===== config.mk =====
export PLATFORM = sky130hd
export DESIGN_NAME = cursor_controller
export DESIGN_NICKNAME = d
export VERILOG_FILES = /design/src/rtl/cursor_controller.sv
export SDC_FILE = /design/constraint.sdc
export NUM_CORES = 1
export LEC_CHECK = 0
export ABC_AREA = 1
export ABC_CLOCK_PERIOD_IN_PS = 8800
export CAP_MARGIN = 5
export CORE_MARGIN = 5
export CORE_UTILIZATION = 50
export DETAILED_ROUTE_END_ITERATION = 8
export GPL_TIMING_DRIVEN = 0
export PLACE_DENSITY = 0.66
export SYNTH_ARGS = -nofsm -noshare
export SYNTH_HDL_FRONTEND = slang
export SYNTH_SLANG_ARGS = --single-unit

===== constraint.sdc =====
create_clock -name clk_in -period 8.8 [get_ports clk_in]
set_clock_uncertainty 0.15 [all_clocks]
set_input_delay 2.64 -clock clk_in [delete_from_list [all_inputs] [get_ports clk_in]]
set_output_delay 2.64 -clock clk_in [all_outputs]
set_load 0.02 [all_outputs]

===== src/rtl/cursor_controller.sv =====
// cursor_controller: turns five raw pushbuttons and a pan switch into the
// cursor position, viewport origin and a one-cycle cell-toggle click.
//   clk_in, rst_n_in           : single clock domain, async active-low reset
//   btnu/btnd/btnl/btnr/btnc_in : raw asynchronous buttons
//   pan_in                      : raw switch, 1 = arrows pan the view
//   cursor_x/y_out              : cursor cell on the 2^POS_W torus
//   view_x/y_out                : viewport top-left cell
//   click_out                   : pulse on each debounced btnc press

// Per-button lane: 2-flop synchronizer followed by a stable-state debouncer.
//   raw_in : asynchronous button level
//   db_out : debounced level
module cursor_btn_cond #(
  parameter int DEBOUNCE_CYC = 1_300_000
) (
  input  logic clk_in,
  input  logic rst_n_in,
  input  logic raw_in,
  output logic db_out
);
  localparam int CNT_W = $clog2(DEBOUNCE_CYC + 1);

  logic             s1, s2;
  logic [CNT_W-1:0] cnt;

  always_ff @(posedge clk_in or negedge rst_n_in) begin
    if (!rst_n_in) begin
      s1     <= 1'b0;
      s2     <= 1'b0;
      cnt    <= '0;
      db_out <= 1'b0;
    end else begin
      s1 <= raw_in;
      s2 <= s1;
      // cnt is the run length of samples disagreeing with the stable level
      if (s2 == db_out) cnt <= '0;
      else if (cnt == CNT_W'(DEBOUNCE_CYC - 1)) begin
        db_out <= ~db_out;
        cnt    <= '0;
      end else cnt <= cnt + 1'b1;
    end
  end
endmodule

module cursor_controller #(
  parameter int POS_W         = 8,
  parameter int VIEW_W        = 128,
  parameter int VIEW_H        = 96,
  parameter int DEBOUNCE_CYC  = 1_300_000,
  parameter int REPEAT_DELAY  = 65_000_000,
  parameter int REPEAT_PERIOD = 13_000_000
) (
  input  logic             clk_in,
  input  logic             rst_n_in,
  input  logic             btnu_in,
  input  logic             btnd_in,
  input  logic             btnl_in,
  input  logic             btnr_in,
  input  logic             btnc_in,
  input  logic             pan_in,
  output logic [POS_W-1:0] cursor_x_out,
  output logic [POS_W-1:0] cursor_y_out,
  output logic [POS_W-1:0] view_x_out,
  output logic [POS_W-1:0] view_y_out,
  output logic             click_out
);
  localparam int NUM_BTN = 5;
  localparam int B_U = 0, B_D = 1, B_L = 2, B_R = 3, B_C = 4;
  localparam int TMAX  = (REPEAT_DELAY > REPEAT_PERIOD) ? REPEAT_DELAY : REPEAT_PERIOD;
  localparam int TMR_W = $clog2(TMAX + 1);

  generate
    if (VIEW_W >= (1 << POS_W)) begin : g_bad_view_w
      $error("VIEW_W must be smaller than 2**POS_W");
    end
    if (VIEW_H >= (1 << POS_W)) begin : g_bad_view_h
      $error("VIEW_H must be smaller than 2**POS_W");
    end
  endgenerate

  typedef enum logic [1:0] {IDLE, DELAY, REPEAT} st_t;

  logic [NUM_BTN-1:0] raw, db, db_q;
  logic               pan_s1, pan_s;
  st_t                st;
  logic [TMR_W-1:0]   tmr;

  assign raw = {btnc_in, btnr_in, btnl_in, btnd_in, btnu_in};

  for (genvar i = 0; i < NUM_BTN; i++) begin : g_lane
    cursor_btn_cond #(.DEBOUNCE_CYC(DEBOUNCE_CYC)) u_cond (
      .clk_in  (clk_in),
      .rst_n_in(rst_n_in),
      .raw_in  (raw[i]),
      .db_out  (db[i])
    );
  end

  logic             dir_hi, dir_rise, step;
  logic [POS_W-1:0] sx, sy, cx_n, cy_n, rel_x, rel_y, vx_n, vy_n;

  always_comb begin
    dir_hi   = |db[B_R:B_U];
    dir_rise = |(db[B_R:B_U] & ~db_q[B_R:B_U]);
    step     = dir_hi && (dir_rise ||
               (st == DELAY  && tmr == TMR_W'(REPEAT_DELAY - 1)) ||
               (st == REPEAT && tmr == TMR_W'(REPEAT_PERIOD - 1)));

    // opposing buttons cancel; -1 is the all-ones POS_W value
    sx = '0;
    if (db[B_R] && !db[B_L]) sx = POS_W'(1);
    else if (db[B_L] && !db[B_R]) sx = '1;
    sy = '0;
    if (db[B_D] && !db[B_U]) sy = POS_W'(1);
    else if (db[B_U] && !db[B_D]) sy = '1;

    cx_n  = cursor_x_out + sx;
    cy_n  = cursor_y_out + sy;
    rel_x = cx_n - view_x_out;
    rel_y = cy_n - view_y_out;

    // a single step moves at most one cell, so the cursor can only leave the
    // viewport by one cell on either side; drag the view by the same cell
    vx_n = view_x_out;
    vy_n = view_y_out;
    if (pan_s) begin
      vx_n = view_x_out + sx;
      vy_n = view_y_out + sy;
    end else begin
      if (rel_x == POS_W'(VIEW_W)) vx_n = view_x_out + POS_W'(1);
      else if (rel_x == '1)        vx_n = view_x_out - POS_W'(1);
      if (rel_y == POS_W'(VIEW_H)) vy_n = view_y_out + POS_W'(1);
      else if (rel_y == '1)        vy_n = view_y_out - POS_W'(1);
    end
  end

  always_ff @(posedge clk_in or negedge rst_n_in) begin
    if (!rst_n_in) begin
      pan_s1       <= 1'b0;
      pan_s        <= 1'b0;
      db_q         <= '0;
      st           <= IDLE;
      tmr          <= '0;
      cursor_x_out <= '0;
      cursor_y_out <= '0;
      view_x_out   <= '0;
      view_y_out   <= '0;
      click_out    <= 1'b0;
    end else begin
      pan_s1    <= pan_in;
      pan_s     <= pan_s1;
      db_q      <= db;
      click_out <= db[B_C] & ~db_q[B_C];

      if (!dir_hi) begin
        st  <= IDLE;
        tmr <= '0;
      end else if (dir_rise) begin
        st  <= DELAY;
        tmr <= '0;
      end else begin
        case (st)
          DELAY: begin
            if (tmr == TMR_W'(REPEAT_DELAY - 1)) begin
              st  <= REPEAT;
              tmr <= '0;
            end else tmr <= tmr + 1'b1;
          end
          REPEAT: begin
            if (tmr == TMR_W'(REPEAT_PERIOD - 1)) tmr <= '0;
            else tmr <= tmr + 1'b1;
          end
          default: tmr <= '0;
        endcase
      end

      if (step) begin
        cursor_x_out <= cx_n;
        cursor_y_out <= cy_n;
        view_x_out   <= vx_n;
        view_y_out   <= vy_n;
      end
    end
  end
endmodule


==> run_results.csv, run 1 <==
group,metric,value,unit
global_routing,grt_first_pass_wirelength,38.6,mm
floorplan,start_util,0.510,
logic_synthesis,synth.cells.most_frequent,"sky130_fd_sc_hd__nand2_1 (264), sky130_fd_sc_hd__inv_1 (237), sky130_fd_sc_hd__dfrtp_1 (188)",
logic_synthesis,synth-compound-area-share,0.0924,
logic_synthesis,synth_largest_type_area_fraction,0.438,
logic_synthesis,synth-warning-count,0,
worst_setup_path,critPathRequiredTime,8.97,ns
sta,achievable-frequency,217,MHz
power,total_power,1.67,mW
cts,number_of_cts_inserted_buffers,17,
placed_design,dpl.cell_count,1703,
cts,ctsLongestPathBuffers,2,
floorplan,top_level_port_count,41,
worst_setup_path,critical_path_capture_point,"view_x_out[5]",
layout,nets,1499,
cts,cts_tree,"built",
detailed_routing,wirelength,21.6,mm
logic_synthesis,syn_inst,1387,
worst_setup_path,crit-reg2reg-capture,"view_x_out[5]",
sta,final_max_slew_viol_count,0,
worst_setup_path,worst_r2r_startpoint,"g_lane[3].u_cond.db_out",
logic_synthesis,synth.area.top_cells,"sky130_fd_sc_hd__dfrtp_1 (44%), sky130_fd_sc_hd__nand2_1 (9.2%), sky130_fd_sc_hd__inv_1 (8.3%), sky130_fd_sc_hd__nor2_1 (5.1%), sky130_fd_sc_hd__ha_1 (4.9%)",
placed_design,dp_slack,4.16,ns
floorplan,fp-row-count,53,
logic_synthesis,synthXorXnorAreaFrac,0.0399,
sta,layout_setup_ws,4.20,ns
logic_synthesis,synth.net_count,1439,
layout,fin_cells,1735,
cts,post_cts_resize_count,0,
hold_path,hold_path_class,"reg -> reg",
worst_setup_path,critical_path_peak_fanout,10,
placed_design,dp_hpwl,16.0,mm
worst_setup_path,timing.critical_path.to_type,"register",
sta,setup-violations-final,0,
layout,syn2layout_area_growth,12.3,%
detailed_routing,post_detailed_route_drc_marker_count,0,
logic_synthesis,synth-main-ff-cell,"sky130_fd_sc_hd__dfrtp_1",
placed_design,globalplace.congestion,0.847,
layout,antenna_cells_inserted,0,
logic_synthesis,yosys-mux-area-fraction,0.00314,
job,cap_violations,0,
detailed_routing,drt_first_pass_iters,5,
placed_design,numPortBuffers,40,
global_routing,largest_net_degree_at_the_start_of_global_routing,109,
logic_synthesis,yosys.cell_types.count,48,
layout,share_of_final_layout_standard_cells_stronger_than_drive_strength_1,0.0589,
cts,hold_buffers,0,
floorplan,die_h,157,um
logic_synthesis,synth.ff_latch_count,188,
sta,period_share,0.523,
power,power.density,138,nW/um^2
logic_synthesis,synthDominantAreaCellType,"sky130_fd_sc_hd__dfrtp_1",
global_routing,grt-ovfl-total,0,
logic_synthesis,synth_enable_flop_cells,0,
cts,buffers_inserted_during_post_cts_setup_optimization,0,
layout,fill_cells,1977,
worst_setup_path,r2r_cells,27,
logic_synthesis,synth_area,10700,um^2
sta,finalCriticalPeriod,4.60,ns
logic_synthesis,synth_top_family_by_area,"simple AND/OR/NAND/NOR gates",
logic_synthesis,synth_area_per_cell,7.75,um^2
power,power.leakage,5.45,nW
cts,clk_pin_slew_worst_paths,0.07,ns
sta,timing_worst_slew_pin_value,0.829,ns
worst_setup_path,rrSetupSlack,4.20,ns
logic_synthesis,synth-simple-area-share,0.284,
power,vdd.ir_drop.worst,0.112,mV
worst_setup_path,crit_path_start_kind,"register",
detailed_routing,routed_via_density,5.06,
floorplan,floorplan.die_area,24500,um^2
cts,clock-root-buffer,"sky130_fd_sc_hd__clkbuf_16",
sta,final_hold_viol_count,0,
sta,maxSlewHeadroom,0.448,
logic_synthesis,yosys.cell_count.top_type,"sky130_fd_sc_hd__nand2_1",
worst_setup_path,worstSetupStartpoint,"g_lane[3].u_cond.db_out",
cts,clock_latency,0.43,ns
sta,hold_slack,0.200,ns
detailed_routing,drt_iter0_markers,488,
cts,clk_sinks,188,
floorplan,core-area,21100,um^2
worst_setup_path,criticalPathCategory,"reg -> reg",
status,run_status,"completed",
global_routing,grt_antenna_before_repair,0,
global_routing,gr-usage-all-layers,0.188,
logic_synthesis,post_synth_adder_cell_area,0.0526,
detailed_routing,ant_nets,0,
logic_synthesis,synth-async-reset-ratio,1.00,
detailed_routing,drt-wirelength-per-cell,12.5,um
global_routing,first_global_vias,8595,
detailed_routing,dr_total_vias,8780,
cts,htree_num_levels,4,
floorplan,die_x_extent,157,um
logic_synthesis,sequential_area_share_after_synthesis,0.438,
worst_setup_path,cp.arrival,4.77,ns
sta,grt_setup_unrepaired,"false",
## layout by cell type, fill, tap and decap left out, drive strengths merged, types with 2 or more instances in the layout
cell type / netlist / layout
o22ai: 2 / 2
or2: 3 / 3
a21o: 3 / 3
nor3: 77 / 77
dfrtp: 188 / 188
mux2: 3 / 3
o21ai: 60 / 60
clkdlybuf4s50: 0 / 39
and3: 6 / 6
o31ai: 2 / 2
o21bai: 2 / 2
o21a: 5 / 5
xnor2: 10 / 10
a21oi: 86 / 86
clkbuf: 10 / 30
a211oi: 9 / 9
clkinv: 1 / 6
nand2: 283 / 283
fa: 2 / 2
nor2: 161 / 161
inv: 240 / 245
buf: 3 / 5
nand3b: 7 / 7
nor3b: 11 / 11
nor4: 19 / 19
nand3: 84 / 84
o211ai: 2 / 2
a31oi: 5 / 5
nand4: 17 / 17
ha: 42 / 42
xor2: 39 / 39
## kinds of logic (layout without fill, tap and decap cells)
kind of cell / count (synthesis) / count (layout)
multiplexers: 3 / 3
XOR/XNOR: 49 / 49
buffers and inverters: 254 / 327
flip-flops: 188 / 188
AO/OA/AOI/OAI: 181 / 181
AND/OR/NAND/NOR: 668 / 668
adder cells (fa/ha/maj): 44 / 44
## critical path, stage by stage, from the launching register on
cell	delay, ns
sky130_fd_sc_hd__dfrtp_1	0.46
sky130_fd_sc_hd__inv_1	0.14
sky130_fd_sc_hd__ha_1	0.24
sky130_fd_sc_hd__buf_6	0.15
sky130_fd_sc_hd__nor2_1	0.13
sky130_fd_sc_hd__nor2_2	0.07
sky130_fd_sc_hd__ha_1	0.19
sky130_fd_sc_hd__a21o_1	0.17
sky130_fd_sc_hd__nand3_1	0.07
sky130_fd_sc_hd__o221ai_1	0.16
sky130_fd_sc_hd__xor2_1	0.21
sky130_fd_sc_hd__inv_1	0.07
sky130_fd_sc_hd__ha_1	0.33
sky130_fd_sc_hd__a21oi_1	0.20
sky130_fd_sc_hd__nand2_1	0.09
sky130_fd_sc_hd__xor2_1	0.18
sky130_fd_sc_hd__nand2_1	0.07
sky130_fd_sc_hd__nor2_1	0.12
sky130_fd_sc_hd__nand3_2	0.10
sky130_fd_sc_hd__nand2_4	0.12
sky130_fd_sc_hd__nand2_4	0.11
sky130_fd_sc_hd__ha_1	0.37
sky130_fd_sc_hd__nand3_1	0.13
sky130_fd_sc_hd__nand3b_1	0.20
sky130_fd_sc_hd__nand3_1	0.09
sky130_fd_sc_hd__nand2_1	0.05
sky130_fd_sc_hd__nand2_1	0.06
sky130_fd_sc_hd__nand2_1	0.05
## sequential cells by signal (all words and copies together) (netlist names)
register,count
g_lane.u_cond.s2,5
tmr,26
click_out,1
g_lane.u_cond.cnt,105
view_y_out,8
cursor_y_out,8
pan_s,1
db_q,5
view_x_out,8
g_lane.u_cond.db_out,5
pan_s1,1
cursor_x_out,8
g_lane.u_cond.s1,5
st,2
## per-stage QoR
step | setup TNS [ns] | area (um^2) | util
after global routing | 0 | 12100 | 0.573
after CTS | 0 | 12100 | 0.573
after detailed placement | 0 | 11500 | 0.547
after global placement | -583.35 | 11500 | 0.545
final | 0 | 12100 | 0.573
after floorplan | 0 | 10700 | -
## worst min-delay path by stage
stage | slack, ns | depth (start not counted) | startpoint | to
after floorplan | 0.18 | 0 | g_lane[0].u_cond.s1 | g_lane[0].u_cond.s2
after global routing | 0.20 | 0 | g_lane[3].u_cond.s1 | g_lane[3].u_cond.s2
after CTS | 0.20 | 0 | g_lane[3].u_cond.s1 | g_lane[3].u_cond.s2
after detailed placement | 0.18 | 0 | g_lane[3].u_cond.s1 | g_lane[3].u_cond.s2
after global placement | 0.18 | 0 | g_lane[4].u_cond.s1 | g_lane[4].u_cond.s2
final | 0.20 | 0 | g_lane[2].u_cond.s1 | g_lane[2].u_cond.s2
## per-layer routing
| metal | wire length [um] | part of all wire | track usage |
|---|---|---|---|
| met1 | 10900 | 0.50 | 0.263 |
| met2 | 9540 | 0.44 | 0.297 |
| met3 | 914 | 0.042 | 0.0429 |
| met4 | 291 | 0.013 | 0.0517 |
| met5 | 0 | 0 | 0 |
## layout make-up
cell class | instances | area (um^2) | share of cell area
buffer | 13 | 65.1 | 0.00539
clock buffer | 20 | 437 | 0.0362
clock inverter | 12 | 113 | 0.00933
inverter | 241 | 905 | 0.0749
multi-input combinational | 945 | 5070 | 0.420
sequential | 188 | 4700 | 0.390
tap | 275 | 344 | 0.0285
timing repair buffer | 41 | 433 | 0.0359
## power by group
| part | switching (mW) | internal [mW] |
|---|---|---|
| clock | 0.337 | 0.394 |
| sequential | 0.00536 | 0.872 |
| combinational | 0.0422 | 0.0171 |
| total | 0.385 | 1.28 |
(Power assumes the default switching activity.)
==> inputs of run 2 (changes only) <==
--- a/config.mk
+++ b/config.mk
@@ -6,13 +6,13 @@
 export NUM_CORES = 1
 export LEC_CHECK = 0
 export ABC_AREA = 1
-export ABC_CLOCK_PERIOD_IN_PS = 8800
+export ABC_CLOCK_PERIOD_IN_PS = 3700
 export CAP_MARGIN = 5
 export CORE_MARGIN = 5
 export CORE_UTILIZATION = 50
 export DETAILED_ROUTE_END_ITERATION = 8
 export GPL_TIMING_DRIVEN = 0
-export PLACE_DENSITY = 0.66
+export PLACE_DENSITY = 0.69
 export SYNTH_ARGS = -nofsm -noshare
 export SYNTH_HDL_FRONTEND = slang
 export SYNTH_SLANG_ARGS = --single-unit
==> constraint.sdc (replaced) <==
create_clock -name clk_in -period 3.7 [get_ports clk_in]
set_clock_uncertainty 0.15 [all_clocks]
set_input_delay 1.11 -clock clk_in [delete_from_list [all_inputs] [get_ports clk_in]]
set_output_delay 1.11 -clock clk_in [all_outputs]
set_load 0.02 [all_outputs]
==> run 2 against run 1 <==
  * The run now ends with setup timing left
  * Sequential power rose by 140%
  * Maximum frequency grew 11%
  * Worst hold slack got worse by 0.00052 ns
  * Die area is the same
  * Routed wire length up 6.2%
  * Via count up 4.2%
  * Combinational power grew to 3.0 times the previous value
  * Critical path depth unchanged
  * Clock-buffer cell count fell by 3
  * Worst setup slack worse by 4.7 ns
  * Clock power is 150% higher
  * Largest power group unchanged
==> run_results.csv, run 2 (same netlist as run 1, synthesis figures left out) <==
group,metric,value,unit
sta,setup-violations-final,16,
cts,clock-root-buffer,"sky130_fd_sc_hd__clkbuf_16",
detailed_routing,routed_via_density,5.11,
layout,share_of_final_layout_standard_cells_stronger_than_drive_strength_1,0.168,
power,power.density,309,nW/um^2
layout,nets,1553,
cts,clk_pin_slew_worst_paths,0.07,ns
sta,achievable-frequency,240,MHz
sta,layout_setup_ws,-0.462,ns
sta,period_share,1.12,
global_routing,largest_net_degree_at_the_start_of_global_routing,104,
layout,syn2layout_area_growth,22.9,%
job,cap_violations,0,
layout,largest_register,"g_lane.u_cond.cnt",
global_routing,grt_antenna_before_repair,0,
sta,grt_setup_unrepaired,"true",
floorplan,floorplan.die_area,24500,um^2
global_routing,grt-ovfl-total,0,
status,failed_checks,"setup timing",
cts,clk_sinks,188,
sta,final_max_slew_viol_count,0,
cts,clock_latency,0.43,ns
cts,ctsLongestPathBuffers,2,
power,vdd.ir_drop.worst,0.260,mV
placed_design,dp_slack,-0.561,ns
floorplan,start_util,0.510,
layout,most-common-layout-cells,"sky130_fd_sc_hd__nand2_1 (234), sky130_fd_sc_hd__inv_1 (222), sky130_fd_sc_hd__dfrtp_1 (186), sky130_fd_sc_hd__nor2_1 (143), sky130_fd_sc_hd__a21oi_1 (75)",
global_routing,grt_first_pass_wirelength,39.8,mm
floorplan,die_x_extent,157,um
detailed_routing,post_detailed_route_drc_marker_count,0,
cts,htree_num_levels,4,
worst_setup_path,criticalPathCategory,"reg -> reg",
worst_setup_path,crit_path_start_kind,"register",
detailed_routing,ant_nets,0,
power,netSwitchingFraction,0.243,
worst_setup_path,critical_path_peak_fanout,6,
layout,fill_cells,1814,
floorplan,core-area,21100,um^2
layout,largest_reg_flops,105,
detailed_routing,drt_first_pass_iters,7,
placed_design,dp_hpwl,15.9,mm
power,power_report.internal_total,3.09,mW
hold_path,hold_path_class,"reg -> reg",
sta,timing_worst_slew_pin_value,0.794,ns
cts,hold_buffers,0,
detailed_routing,wirelength,23.0,mm
worst_setup_path,critPathRequiredTime,3.88,ns
layout,utilization,0.626,
power,power.sequential.fraction,0.511,
power,power_share_of_the_clock_group,0.445,
cts,number_of_cts_inserted_buffers,17,
power,power.switching,0.992,mW
sta,finalCriticalPeriod,4.16,ns
floorplan,fp-row-count,53,
status,run_status,"finished, violations left",
power,power.leakage,5.78,nW
floorplan,top_level_port_count,41,
worst_setup_path,timing.critical_path.to_type,"register",
power,share_comb_of_total_power,0.044,
layout,mostFrequentLayoutCell,"sky130_fd_sc_hd__nand2_1",
layout,top_regs,"g_lane.u_cond.cnt x105, tmr x26",
detailed_routing,drt_iter0_markers,379,
sta,final_hold_viol_count,0,
floorplan,die_h,157,um
placed_design,globalplace.congestion,0.869,
global_routing,gr-usage-all-layers,0.193,
sta,maxSlewHeadroom,0.470,
global_routing,first_global_vias,8912,
placed_design,numPortBuffers,40,
detailed_routing,drt-wirelength-per-cell,12.8,um
detailed_routing,dr_total_vias,9149,
worst_setup_path,cp.arrival,4.34,ns
layout,antenna_cells_inserted,0,
cts,cts_tree,"built",
-- run 2: changes by cell type in the layout (fill, tap and decap cells not counted), sizes merged --
| cell | delta |
|---|---|
| buf | +53 |
| clkbuf | -2 |
| inv | +2 |
| clkinvlp | +1 |
-- run 2: critical path, stage by stage, from the launching register on --
cell and delay (ns):
sky130_fd_sc_hd__dfrtp_2 0.47, sky130_fd_sc_hd__inv_2 0.11, sky130_fd_sc_hd__ha_4 0.22, sky130_fd_sc_hd__ha_4 0.17
sky130_fd_sc_hd__ha_4 0.14, sky130_fd_sc_hd__a21o_1 0.19, sky130_fd_sc_hd__nand3_2 0.08, sky130_fd_sc_hd__o221ai_2 0.10
sky130_fd_sc_hd__xor2_1 0.21, sky130_fd_sc_hd__inv_1 0.10, sky130_fd_sc_hd__ha_4 0.26, sky130_fd_sc_hd__buf_6 0.12
sky130_fd_sc_hd__xor2_2 0.16, sky130_fd_sc_hd__nor3_1 0.18, sky130_fd_sc_hd__nand2_1 0.09, sky130_fd_sc_hd__nor2_2 0.12
sky130_fd_sc_hd__nand3_2 0.09, sky130_fd_sc_hd__nand2_4 0.12, sky130_fd_sc_hd__nand2_8 0.10, sky130_fd_sc_hd__nand2_4 0.12
sky130_fd_sc_hd__nand2_4 0.06, sky130_fd_sc_hd__ha_4 0.15, sky130_fd_sc_hd__a21o_1 0.18, sky130_fd_sc_hd__nand2_1 0.07
sky130_fd_sc_hd__nand2_1 0.06, sky130_fd_sc_hd__xor2_1 0.14, sky130_fd_sc_hd__nand2_1 0.06, sky130_fd_sc_hd__nand2_1 0.05
-- run 2: cell type report --
class / count / area, um^2 / share of cell area
plain buffers: 13 / 75.1 / 0.00568
well taps: 275 / 344 / 0.0260
multi-input cells: 945 / 5720 / 0.433
clock inverters: 15 / 154 / 0.0116
inverters: 241 / 917 / 0.0694
clock buffers: 17 / 425 / 0.0322
repair buffers: 95 / 865 / 0.0654
flip-flops and latches: 188 / 4710 / 0.356
-- run 2: power groups by stage --
stage | clock [mW] | sequential [mW] | combinational (mW)
after floorplan | 0 | 2.12 | 0.0799
after global placement | 0 | 2.13 | 0.147
after detailed placement | 0 | 2.13 | 0.153
after CTS | 1.86 | 2.09 | 0.171
after global routing | 1.94 | 2.09 | 0.206
final | 1.82 | 2.09 | 0.178
-- run 2: what timing repair did --
item / in CTS / in global routing
gates resized for setup: 43 / 67
pin swaps: 52 / 58
hold endpoints to repair: 0 / 0
setup endpoints to repair: 16 / 16
buffers inserted: 39 / 15
-- run 2: metrics by stage --
| stage | TNS (ns) | std cells | instance area [um^2] | hold slack, ns | power [mW] |
|---|---|---|---|---|---|
| floorplan | -0.973 | 1387 | 11000 | 0.181 | 2.20 |
| global placement | -1248.66 | 1702 | 11700 | 0.184 | 2.27 |
| detailed placement | -7.02 | 1703 | 11800 | 0.185 | 2.28 |
| CTS | -4.45 | 1774 | 12800 | 0.201 | 4.12 |
| global route | -8.76 | 1789 | 13200 | 0.215 | 4.23 |
| finish | -4.73 | 1789 | 13200 | 0.200 | 4.08 |
-- run 2: worst paths after layout --
| path | slack, ns | to | depth (start not counted) | startpoint |
|---|---|---|---|---|
| max in group asynchronous | 1.91 | g_lane[0].u_cond.cnt[19] | 2 | rst_n_in |
| setup reg to reg | -0.46 | view_x_out[4] | 27 | g_lane[2].u_cond.db_out |
| min in group asynchronous | 0.55 | g_lane[2].u_cond.cnt[6] | 1 | rst_n_in |
| setup / recovery | -0.46 | view_x_out[4] | 27 | g_lane[2].u_cond.db_out |
| hold / removal | 0.20 | g_lane[3].u_cond.s2 | 0 | g_lane[3].u_cond.s1 |
| hold reg to reg | 0.20 | g_lane[3].u_cond.s2 | 0 | g_lane[3].u_cond.s1 |
-- run 2: metal layers --
metal	vias to the layer above	track usage	wire [um]
met5	-	0	0
met4	0	0.0512	274
met3	21	0.0373	700
met2	104	0.334	11400
met1	4308	0.248	10700
li1	4716	-	-
